### src/rtl/dma_rd_streamer.sv
// Read-side DMA streamer: splits one (address, byte count) descriptor into AXI4 INCR read
// requests. Optional abort support is enabled by defining DMA_RD_STREAMER_ABORT_EN.
module dma_rd_streamer #(
  parameter int unsigned ADDR_W    = 32,
  parameter int unsigned DATA_W    = 512,
  parameter int unsigned MAX_BEATS = 256,
  parameter int unsigned LEN_W     = 32
) (
  input  logic                  clk,
  input  logic                  rst,
`ifdef DMA_RD_STREAMER_ABORT_EN
  input  logic                  abort_i,
  output logic                  aborted_o,
`endif
  input  logic                  start_i,
  input  logic [ADDR_W-1:0]     src_addr_i,
  input  logic [LEN_W-1:0]      num_bytes_i,
  output logic                  busy_o,
  output logic                  done_o,
  output logic                  req_valid_o,
  output logic [ADDR_W-1:0]     req_addr_o,
  output logic [7:0]            req_alen_o,
  output logic [2:0]            req_size_o,
  output logic [DATA_W/8-1:0]   req_strb_o,
  input  logic                  req_ready_i
);

  localparam int unsigned BYTES = DATA_W / 8;
  localparam int unsigned OFF_W = $clog2(BYTES);
  localparam logic [LEN_W-1:0] BYTES_L = LEN_W'(BYTES);
  localparam logic [LEN_W-1:0] MAX_L   = LEN_W'(MAX_BEATS);

  typedef enum logic [1:0] {StIdle, StCalc, StReq} state_e;

  state_e              r_state;
  logic [ADDR_W-1:0]   r_addr;
  logic [LEN_W-1:0]    r_rem;
  logic [LEN_W-1:0]    r_consumed;
  logic                r_busy;
  logic                r_done;
  logic                r_valid;
  logic [ADDR_W-1:0]   r_req_addr;
  logic [7:0]          r_alen;
  logic [BYTES-1:0]    r_strb;
`ifdef DMA_RD_STREAMER_ABORT_EN
  logic                r_abort_pend;
  logic                r_aborted;
`endif

  logic [OFF_W-1:0]    w_off;
  logic [LEN_W-1:0]    w_off_l;
  logic                w_is_beat;
  logic [LEN_W-1:0]    w_room;
  logic [LEN_W-1:0]    w_beat_bytes;
  logic [LEN_W-1:0]    w_beat_end;
  logic [BYTES-1:0]    w_strb;
  logic [12:0]         w_page_bytes;
  logic [LEN_W-1:0]    w_page_beats;
  logic [LEN_W-1:0]    w_len_beats;
  logic [LEN_W-1:0]    w_beats_a;
  logic [LEN_W-1:0]    w_beats;
  logic [LEN_W-1:0]    w_body_bytes;
  logic [ADDR_W-1:0]   w_aligned;

  // Partial beat: head (unaligned start) or tail (fewer than a full beat left).
  assign w_off        = r_addr[OFF_W-1:0];
  assign w_off_l      = LEN_W'(w_off);
  assign w_is_beat    = (w_off != '0) || (r_rem < BYTES_L);
  assign w_room       = BYTES_L - w_off_l;
  assign w_beat_bytes = (r_rem < w_room) ? r_rem : w_room;
  assign w_beat_end   = w_off_l + w_beat_bytes;

  always_comb begin
    w_strb = '0;
    for (int i = 0; i < BYTES; i++) begin
      w_strb[i] = (LEN_W'(i) >= w_off_l) && (LEN_W'(i) < w_beat_end);
    end
  end

  // Full-width burst limited by bytes left, MAX_BEATS and the distance to the 4 KB page end.
  assign w_page_bytes = 13'd4096 - {1'b0, r_addr[11:0]};
  assign w_page_beats = LEN_W'(w_page_bytes >> OFF_W);
  assign w_len_beats  = r_rem >> OFF_W;
  assign w_beats_a    = (w_len_beats < MAX_L) ? w_len_beats : MAX_L;
  assign w_beats      = (w_page_beats < w_beats_a) ? w_page_beats : w_beats_a;
  assign w_body_bytes = w_beats << OFF_W;
  assign w_aligned    = {r_addr[ADDR_W-1:OFF_W], {OFF_W{1'b0}}};

  always_ff @(posedge clk) begin
    if (rst) begin
      r_state      <= StIdle;
      r_addr       <= '0;
      r_rem        <= '0;
      r_consumed   <= '0;
      r_busy       <= 1'b0;
      r_done       <= 1'b0;
      r_valid      <= 1'b0;
      r_req_addr   <= '0;
      r_alen       <= '0;
      r_strb       <= '0;
`ifdef DMA_RD_STREAMER_ABORT_EN
      r_abort_pend <= 1'b0;
      r_aborted    <= 1'b0;
`endif
    end else begin
      r_done <= 1'b0;
`ifdef DMA_RD_STREAMER_ABORT_EN
      r_aborted <= 1'b0;
`endif
      case (r_state)
        StIdle: begin
          if (start_i) begin
            if (num_bytes_i == '0) begin
              r_done <= 1'b1;
            end else begin
              r_addr  <= src_addr_i;
              r_rem   <= num_bytes_i;
              r_busy  <= 1'b1;
              r_state <= StCalc;
`ifdef DMA_RD_STREAMER_ABORT_EN
              r_abort_pend <= 1'b0;
`endif
            end
          end
        end
        StCalc: begin
`ifdef DMA_RD_STREAMER_ABORT_EN
          if (abort_i) begin
            r_busy    <= 1'b0;
            r_aborted <= 1'b1;
            r_state   <= StIdle;
          end else
`endif
          begin
            r_req_addr <= w_aligned;
            r_valid    <= 1'b1;
            r_state    <= StReq;
            if (w_is_beat) begin
              r_alen     <= 8'd0;
              r_strb     <= w_strb;
              r_consumed <= w_beat_bytes;
            end else begin
              r_alen     <= 8'(w_beats - LEN_W'(1));
              r_strb     <= '1;
              r_consumed <= w_body_bytes;
            end
          end
        end
        StReq: begin
          if (req_ready_i) begin
            r_valid <= 1'b0;
            r_addr  <= r_addr + ADDR_W'(r_consumed);
            r_rem   <= r_rem - r_consumed;
`ifdef DMA_RD_STREAMER_ABORT_EN
            if (r_abort_pend || abort_i) begin
              r_busy       <= 1'b0;
              r_aborted    <= 1'b1;
              r_abort_pend <= 1'b0;
              r_state      <= StIdle;
            end else
`endif
            if (r_rem == r_consumed) begin
              r_busy  <= 1'b0;
              r_done  <= 1'b1;
              r_state <= StIdle;
            end else begin
              r_state <= StCalc;
            end
          end
`ifdef DMA_RD_STREAMER_ABORT_EN
          else if (abort_i) begin
            r_abort_pend <= 1'b1;
          end
`endif
        end
        default: r_state <= StIdle;
      endcase
    end
  end

  assign busy_o      = r_busy;
  assign done_o      = r_done;
  assign req_valid_o = r_valid;
  assign req_addr_o  = r_req_addr;
  assign req_alen_o  = r_alen;
  assign req_size_o  = 3'(OFF_W);
  assign req_strb_o  = r_strb;
`ifdef DMA_RD_STREAMER_ABORT_EN
  assign aborted_o   = r_aborted;
`endif

endmodule

### config.mk
export PLATFORM = sky130hd
export DESIGN_NAME = dma_rd_streamer
export DESIGN_NICKNAME = d
export VERILOG_FILES = /design/src/rtl/dma_rd_streamer.sv
export SDC_FILE = /design/constraint.sdc
export NUM_CORES = 1
export LEC_CHECK = 0
export CORE_MARGIN = 8
export CORE_UTILIZATION = 51
export CTS_CLUSTER_SIZE = 8
export DETAILED_ROUTE_END_ITERATION = 7
export GPL_TIMING_DRIVEN = 1
export PLACE_DENSITY = 0.78
export SKIP_LAST_GASP = 1
export SLEW_MARGIN = 10
export SYNTH_ARGS = -nofsm -noshare
export SYNTH_HDL_FRONTEND = slang
export SYNTH_SLANG_ARGS = --single-unit
export TNS_END_PERCENT = 1
### constraint.sdc
create_clock -name clk -period 5.93 [get_ports clk]
set_clock_uncertainty 0.05 [all_clocks]
set_input_delay 0.593 -clock clk [delete_from_list [all_inputs] [get_ports clk]]
set_output_delay 0.593 -clock clk [all_outputs]
set_load 0.01 [all_outputs]
==> reports/results.ini, run 1 <==
[clocking]
clk_pin_slew_ns=0.08
clockBufferDepth=2
cts-root-buf=clkbuf_16
clk-insertion-delay-late_ns=0.45
cts_sinks=199
cts_tree=done
postCtsSetupRepairBufs=0
cts_buffers=17
htreeDepth=4

[critical_path]
crit_path_max_incr_delay_ns=0.69
cp_max_fo=16
r2r-end=req_strb_o[11]
cp_common_cell=inv_1
cp_top_family=simple AND/OR/NAND/NOR gates
path_class=flip-flop to flip-flop
endpoint_kind=flip-flop
r2r_start=r_addr[0]
cp-startpoint=r_addr[0]
r2r_slack_ns=0.24
start_kind=flip-flop
cp_num_buf_inv=4
crit_chain=inv_1 > ha_1 > or4b_2 > nor2_1 > inv_1 > ha_1 > and4b_1 > a2111o_1 > o21ai_0 > ha_1 > inv_1 > fa_1 > inv_1 > a21oi_1 > o21bai_1 > xor2_1 > or2_2 > or3_4 > o2111ai_1 > o21ai_1
crit_required_ns=6.19
arrival_ns=5.94
cpMaxStageDelayCell=or4b_2
reg2reg_depth=20

[flow_run]
cap_violations=0

[floorplanning]
core_area_um2=24400
die_w_um=174
rows=57
die_h_um=174
dieArea_um2=30200
io_pins=178
start_util_pct=52.0

[hold_path]
hold_start=req_strb_o[54]
hold_end=req_strb_o[54]
hold_path_class=flip-flop to flip-flop
min_delay_path_depth=2

[synthesis]
synth_edf_count=0
ys.flop_type=dfxtp_1
synth.distinct_cells=75
ys_seq_elements=199
syn-mean-instance-area_um2=7.72
synthArstFlopShare_pct=0
syn_inst=1643
yosysSeqAreaShare_pct=31.4
ys_warn_count=0
synth_area_um2=12700

[status]
status=completed

[routing]
dr.first_iter.drc_count=1302
vias=13292
finalWirelength_um=43400
drt-wirelength-per-cell_um=20.7
dr.pass1.iters=6
antenna_left=0
vias_per_cell=6.36
drc_errors=0

[global_route]
antenna_found_initial=0
grt_pass1_wl_um=69300
grt-ovfl-total=0
grt_max_degree=65
gr-usage-all-layers_pct=27.6
grt_pass1_vias=12810

[placement]
routabilityCongestion=0.940
place_hpwl_um=31400
port_buffers=168
post-place-cells=2059

[timing]
final_hold_viol_count=0
tightest_slew_ns=1.18
fin_crit_ns=5.69
fmax_mhz=176
tns_ns=0
finalMaxSlewViolations=0
rsz0062_at_grt=yes
fin_crit_sh_pct=95.9
setup_viol=0
max_slew_margin_pct=21.3

[final_layout]
drive_gt1_share_pct=5.55
nets=1909
fin_cells=2091
area_delta_synth_final_pct=19.7
antenna_cells=0
fill_cells=2210

[power_and_ir_drop]
peakVddDrop_mv=0.194
p_leak_nw=5.83
cellPowerDensity_nw_per_um2=299

-- logic make-up after synthesis --
| family | after synthesis | synth area share, % |
|---|---|---|
| DFF | 199 | 31.4 |
| buffers and inverters | 179 | 5.96 |
| AOI/OAI and AO/OA | 566 | 28.7 |
| muxes | 16 | 1.31 |
| other | 2 | 0.0592 |
| and+or+nand+nor | 535 | 19.7 |
| xor gates and xnor gates | 59 | 4.07 |
| adders and majority gates | 87 | 8.75 |
-- cells in the mapped netlist (11+ instances only) --
library cell	number	share of area [%]
nor4_1	19	0.94
a21oi_1	191	7.5
o32ai_1	17	1.2
o21ai_0	90	3.5
nand2b_1	11	0.54
and2_1	12	0.59
a211oi_1	37	2.2
nor2_1	120	3.5
o22ai_1	29	1.4
buf_1	15	0.44
o21a_1	19	1.1
o31ai_1	15	0.89
a21o_1	32	1.9
o221ai_1	37	2.6
nand2_1	200	5.9
a2111oi_0	13	0.90
xor2_1	22	1.5
buf_2	11	0.43
and3_1	18	0.89
ha_1	84	8.3
or2_2	11	0.54
nor3_1	61	2.4
mux2i_1	14	1.1
inv_1	62	1.8
nand3_1	28	1.1
dfxtp_1	199	31
xnor2_1	37	2.6
nor2b_1	15	0.74
clkbuf_1	77	2.3
-- placed cells by master, fill, tap and decap left out, types with 28 or more instances in the layout --
cell type and count:
xnor2_1 37, buf_4 35, clkdlybuf4s50_1 167, nand3_1 28, a211oi_1 37, o22ai_1 29
o21ai_0 90, o221ai_1 37, nor3_1 61, nand2_1 199, a21oi_1 191, nor2_1 119
ha_1 84, a21o_1 32, dfxtp_1 198, inv_1 62
-- flip-flops by register name, summed over array words and instances, names as in the netlist --
name	cells
busy_o	1
done_o	1
r_addr	32
r_consumed	32
r_rem	32
r_state	2
req_addr_o	26
req_alen_o	8
req_strb_o	64
req_valid_o	1
-- metrics by stage --
step           area [um2]  total power [mW]  setup WS [ns]  util [%]  hold WS [ns]
2_1_floorplan       12700              2.71          0.178         -         0.386
5_1_grt             15200              4.76        -0.0352      62.3         0.421
4_1_cts             15200              4.49         0.0859      62.2         0.392
6_report            15200              4.53          0.241      62.3         0.390
3_5_place_dp        14600              3.30          0.100      59.7         0.381
3_3_place_gp        14600              3.28          0.342      59.7         0.376
-- repair_timing --
item / 4_1_cts / 5_1_grt
gates resized for setup: 0 / 2
hold buffers: 0 / 0
endpoints found under the setup margin: 0 / 34
-- power breakdown --
group	switching, mW	internal [mW]	leakage (nW)	total, mW
registers	0.109	1.46	1.63	1.57
logic	1.06	0.706	3.91	1.76
clock network	0.616	0.585	0.298	1.20
-- area by class of cell --
cell class	instances	area (um2)	share of cell area, %
clock inverters	14	178	1.17
flip-flops and latches	199	3990	26.2
repair buffers	202	1930	12.7
inverters	62	233	1.53
clock buffers	18	439	2.89
multi-input cells	1272	8010	52.8
well taps	324	405	2.67
-- worst min-delay path, stage by stage, from the launching register on --
cell and delay [ns]:
dfxtp_1 0.32, nand2_1 0.05, nand2_1 0.04
-- how the worst max path moves through the flow --
stage,end,cells past startpoint
2_1_floorplan,req_strb_o[4],26
3_3_place_gp,req_strb_o[11],20
3_5_place_dp,req_strb_o[11],20
4_1_cts,req_strb_o[11],20
5_1_grt,req_strb_o[4],20
6_report,req_strb_o[11],20
-- routing by layer --
layer  track usage (%)  vias to the layer above  part of all wire, %
met5                 0                        -                    0
met1              34.6                     6226                   41
li1                  -                     6230                    -
met2              44.8                      707                   46
met4              13.8                        0                  4.5
met3              5.27                      129                  8.5
(Power assumes the default switching activity.)
==> inputs of run 2 (changes only) <==
--- a/config.mk
+++ b/config.mk
@@ -10,7 +10,8 @@
 export CTS_CLUSTER_SIZE = 8
 export DETAILED_ROUTE_END_ITERATION = 7
 export GPL_TIMING_DRIVEN = 1
-export PLACE_DENSITY = 0.78
+export PLACE_DENSITY = 0.75
+export REMOVE_ABC_BUFFERS = 1
 export SKIP_LAST_GASP = 1
 export SLEW_MARGIN = 10
 export SYNTH_ARGS = -nofsm -noshare
==> run 2 against run 1 <==
Compared with the run above:
- first-iteration DRC count is 9.5% higher
- combinational power hardly changed
- maximum frequency is 0.15% higher
- utilization is 0.19 points lower
- clock-buffer cell count stayed put
- highest routed layer unchanged
- largest power group unchanged
- critical path depth stayed put
- total power is 0.38% lower
==> reports/results.ini, run 2 (synthesized netlist as in run 1, its figures left out) <==
[clocking]
htreeDepth=4
cts_sinks=199
cts_hold_buffers=0
cts_buffers=17
clk-insertion-delay-late_ns=0.45
cts_tree=done
cts-root-buf=clkbuf_16
clk_pin_slew_ns=0.09
clockBufferDepth=2

[final_layout]
final_common_cell=nand2_1
drive_gt1_share_pct=5.29
largest_reg_flops=64
fill_cells=2196
final_area_um2=15100
area_delta_synth_final_pct=19.3
antenna_cells=0
nets=1900
utilization_pct=62.1
mostFrequentLayoutCells=199 x nand2_1, 198 x dfxtp_1, 190 x a21oi_1

[timing]
finalMaxSlewViolations=0
final_hold_viol_count=0
rsz0062_at_grt=yes
fin_crit_ns=5.68
fin_crit_sh_pct=95.8
setup_viol=0
tns_ns=0
fin_ws_ns=0.250
max_slew_margin_pct=19.2
fmax_mhz=176
tightest_slew_ns=1.21

[placement]
place_hpwl_um=30200
port_buffers=168
placed_area_um2=14500
pre_cts_ws_ns=-0.108
routabilityCongestion=0.921

[routing]
dr.pass1.iters=6
drc_errors=0
vias=13194
dr.first_iter.drc_count=1426
vias_per_cell=6.34
finalWirelength_um=42400
antenna_left=0
drt-wirelength-per-cell_um=20.4

[critical_path]
path_class=flip-flop to flip-flop
cp_max_fo=16
cp-startpoint=r_addr[0]
start_kind=flip-flop
crit_chain=inv_1 > ha_1 > or4b_2 > nor2_1 > inv_1 > ha_1 > and4b_1 > a2111o_2 > o21ai_1 > ha_1 > inv_1 > fa_1 > inv_1 > a21oi_1 > o21bai_1 > xor2_1 > or2_2 > or3_4 > o2111ai_1 > o21ai_1
crit_path_max_incr_delay_ns=0.69
cpMaxStageDelayCell=or4b_2
endpoint_kind=flip-flop
cp_top_family=simple AND/OR/NAND/NOR gates
cp_num_buf_inv=4
r2r_start=r_addr[0]
arrival_ns=5.94
crit_required_ns=6.19
cp_common_cell=inv_1

[global_route]
gr-usage-all-layers_pct=27.3
grt_pass1_wl_um=69200
grt_max_degree=113
antenna_found_initial=0
grt-ovfl-total=0
grt_pass1_vias=13035

[power_and_ir_drop]
swShare_pct=39.3
cellPowerDensity_nw_per_um2=298
clockPowerShare_pct=26.8
peakVddDrop_mv=0.180
combPwrFrac_pct=38.4
p_int_mw=2.74
switchingPower_mw=1.78
p_leak_nw=5.79
p_seq_share_pct=34.8
power_mw=4.52

[floorplanning]
die_w_um=174
io_pins=178
die_h_um=174
start_util_pct=52.0
rows=57
dieArea_um2=30200
core_area_um2=24400

[flow_run]
cap_violations=0

[hold_path]
hold_path_class=flip-flop to flip-flop
hold_start=req_strb_o[54]

[status]
status=completed

run 2: worst register-to-register path, delay by kind of cell (launching register included):
kind / cells / cell delay (ns)
xor gates and xnor gates: 1 / 0.12
and+or+nand+nor: 5 / 2.05
DFF: 1 / 0.40
AOI/OAI and AO/OA: 6 / 1.42
adders and majority gates: 4 / 1.12
buffers and inverters: 4 / 0.41
run 2: repair_timing:
item	in CTS	in global routing
resized for setup	1	8
endpoints found under the setup margin	4	60
setup buffers	0	0
pin swaps	0	1
run 2: cell type report:
type	count	area (um2)	area share, %
multi-input cells	1272	8030	53.0
flip-flops and latches	199	3990	26.3
repair buffers	193	1880	12.4
clock buffers	18	439	2.90
well taps	324	405	2.68
inverters	62	233	1.54
clock inverters	14	171	1.13
run 2: worst paths after layout:
kind / endpoint / slack (ns) / depth (start not counted)
setup reg to reg: req_strb_o[11] / 0.25 / 20
hold reg to reg: req_strb_o[54] / 0.39 / 2
hold / removal: req_strb_o[54] / 0.39 / 2
setup / recovery: req_strb_o[11] / 0.25 / 20
run 2: stage by stage:
stage          instances  hold WS [ns]
6_report            2082         0.390
5_1_grt             2082         0.418
4_1_cts             2082         0.394
3_5_place_dp        2050         0.382
3_3_place_gp        2050         0.380
2_1_floorplan       1533         0.386
run 2: routing by layer:
metal	up-vias	global-route usage [%]	wire [um]
met2	733	44.2	19400
met5	-	0	0
met4	0	11.5	1610
met3	120	5.45	3860
li1	6206	-	-
met1	6135	34.8	17600
run 2: power by group through the flow:
stage	Sequential, mW	Clock [mW]	Combinational [mW]
after floorplan	1.61	0	1.02
after global placement	1.60	0	1.65
after detailed placement	1.60	0	1.67
after CTS	1.57	1.22	1.69
after global routing	1.58	1.27	1.88
final	1.57	1.21	1.73
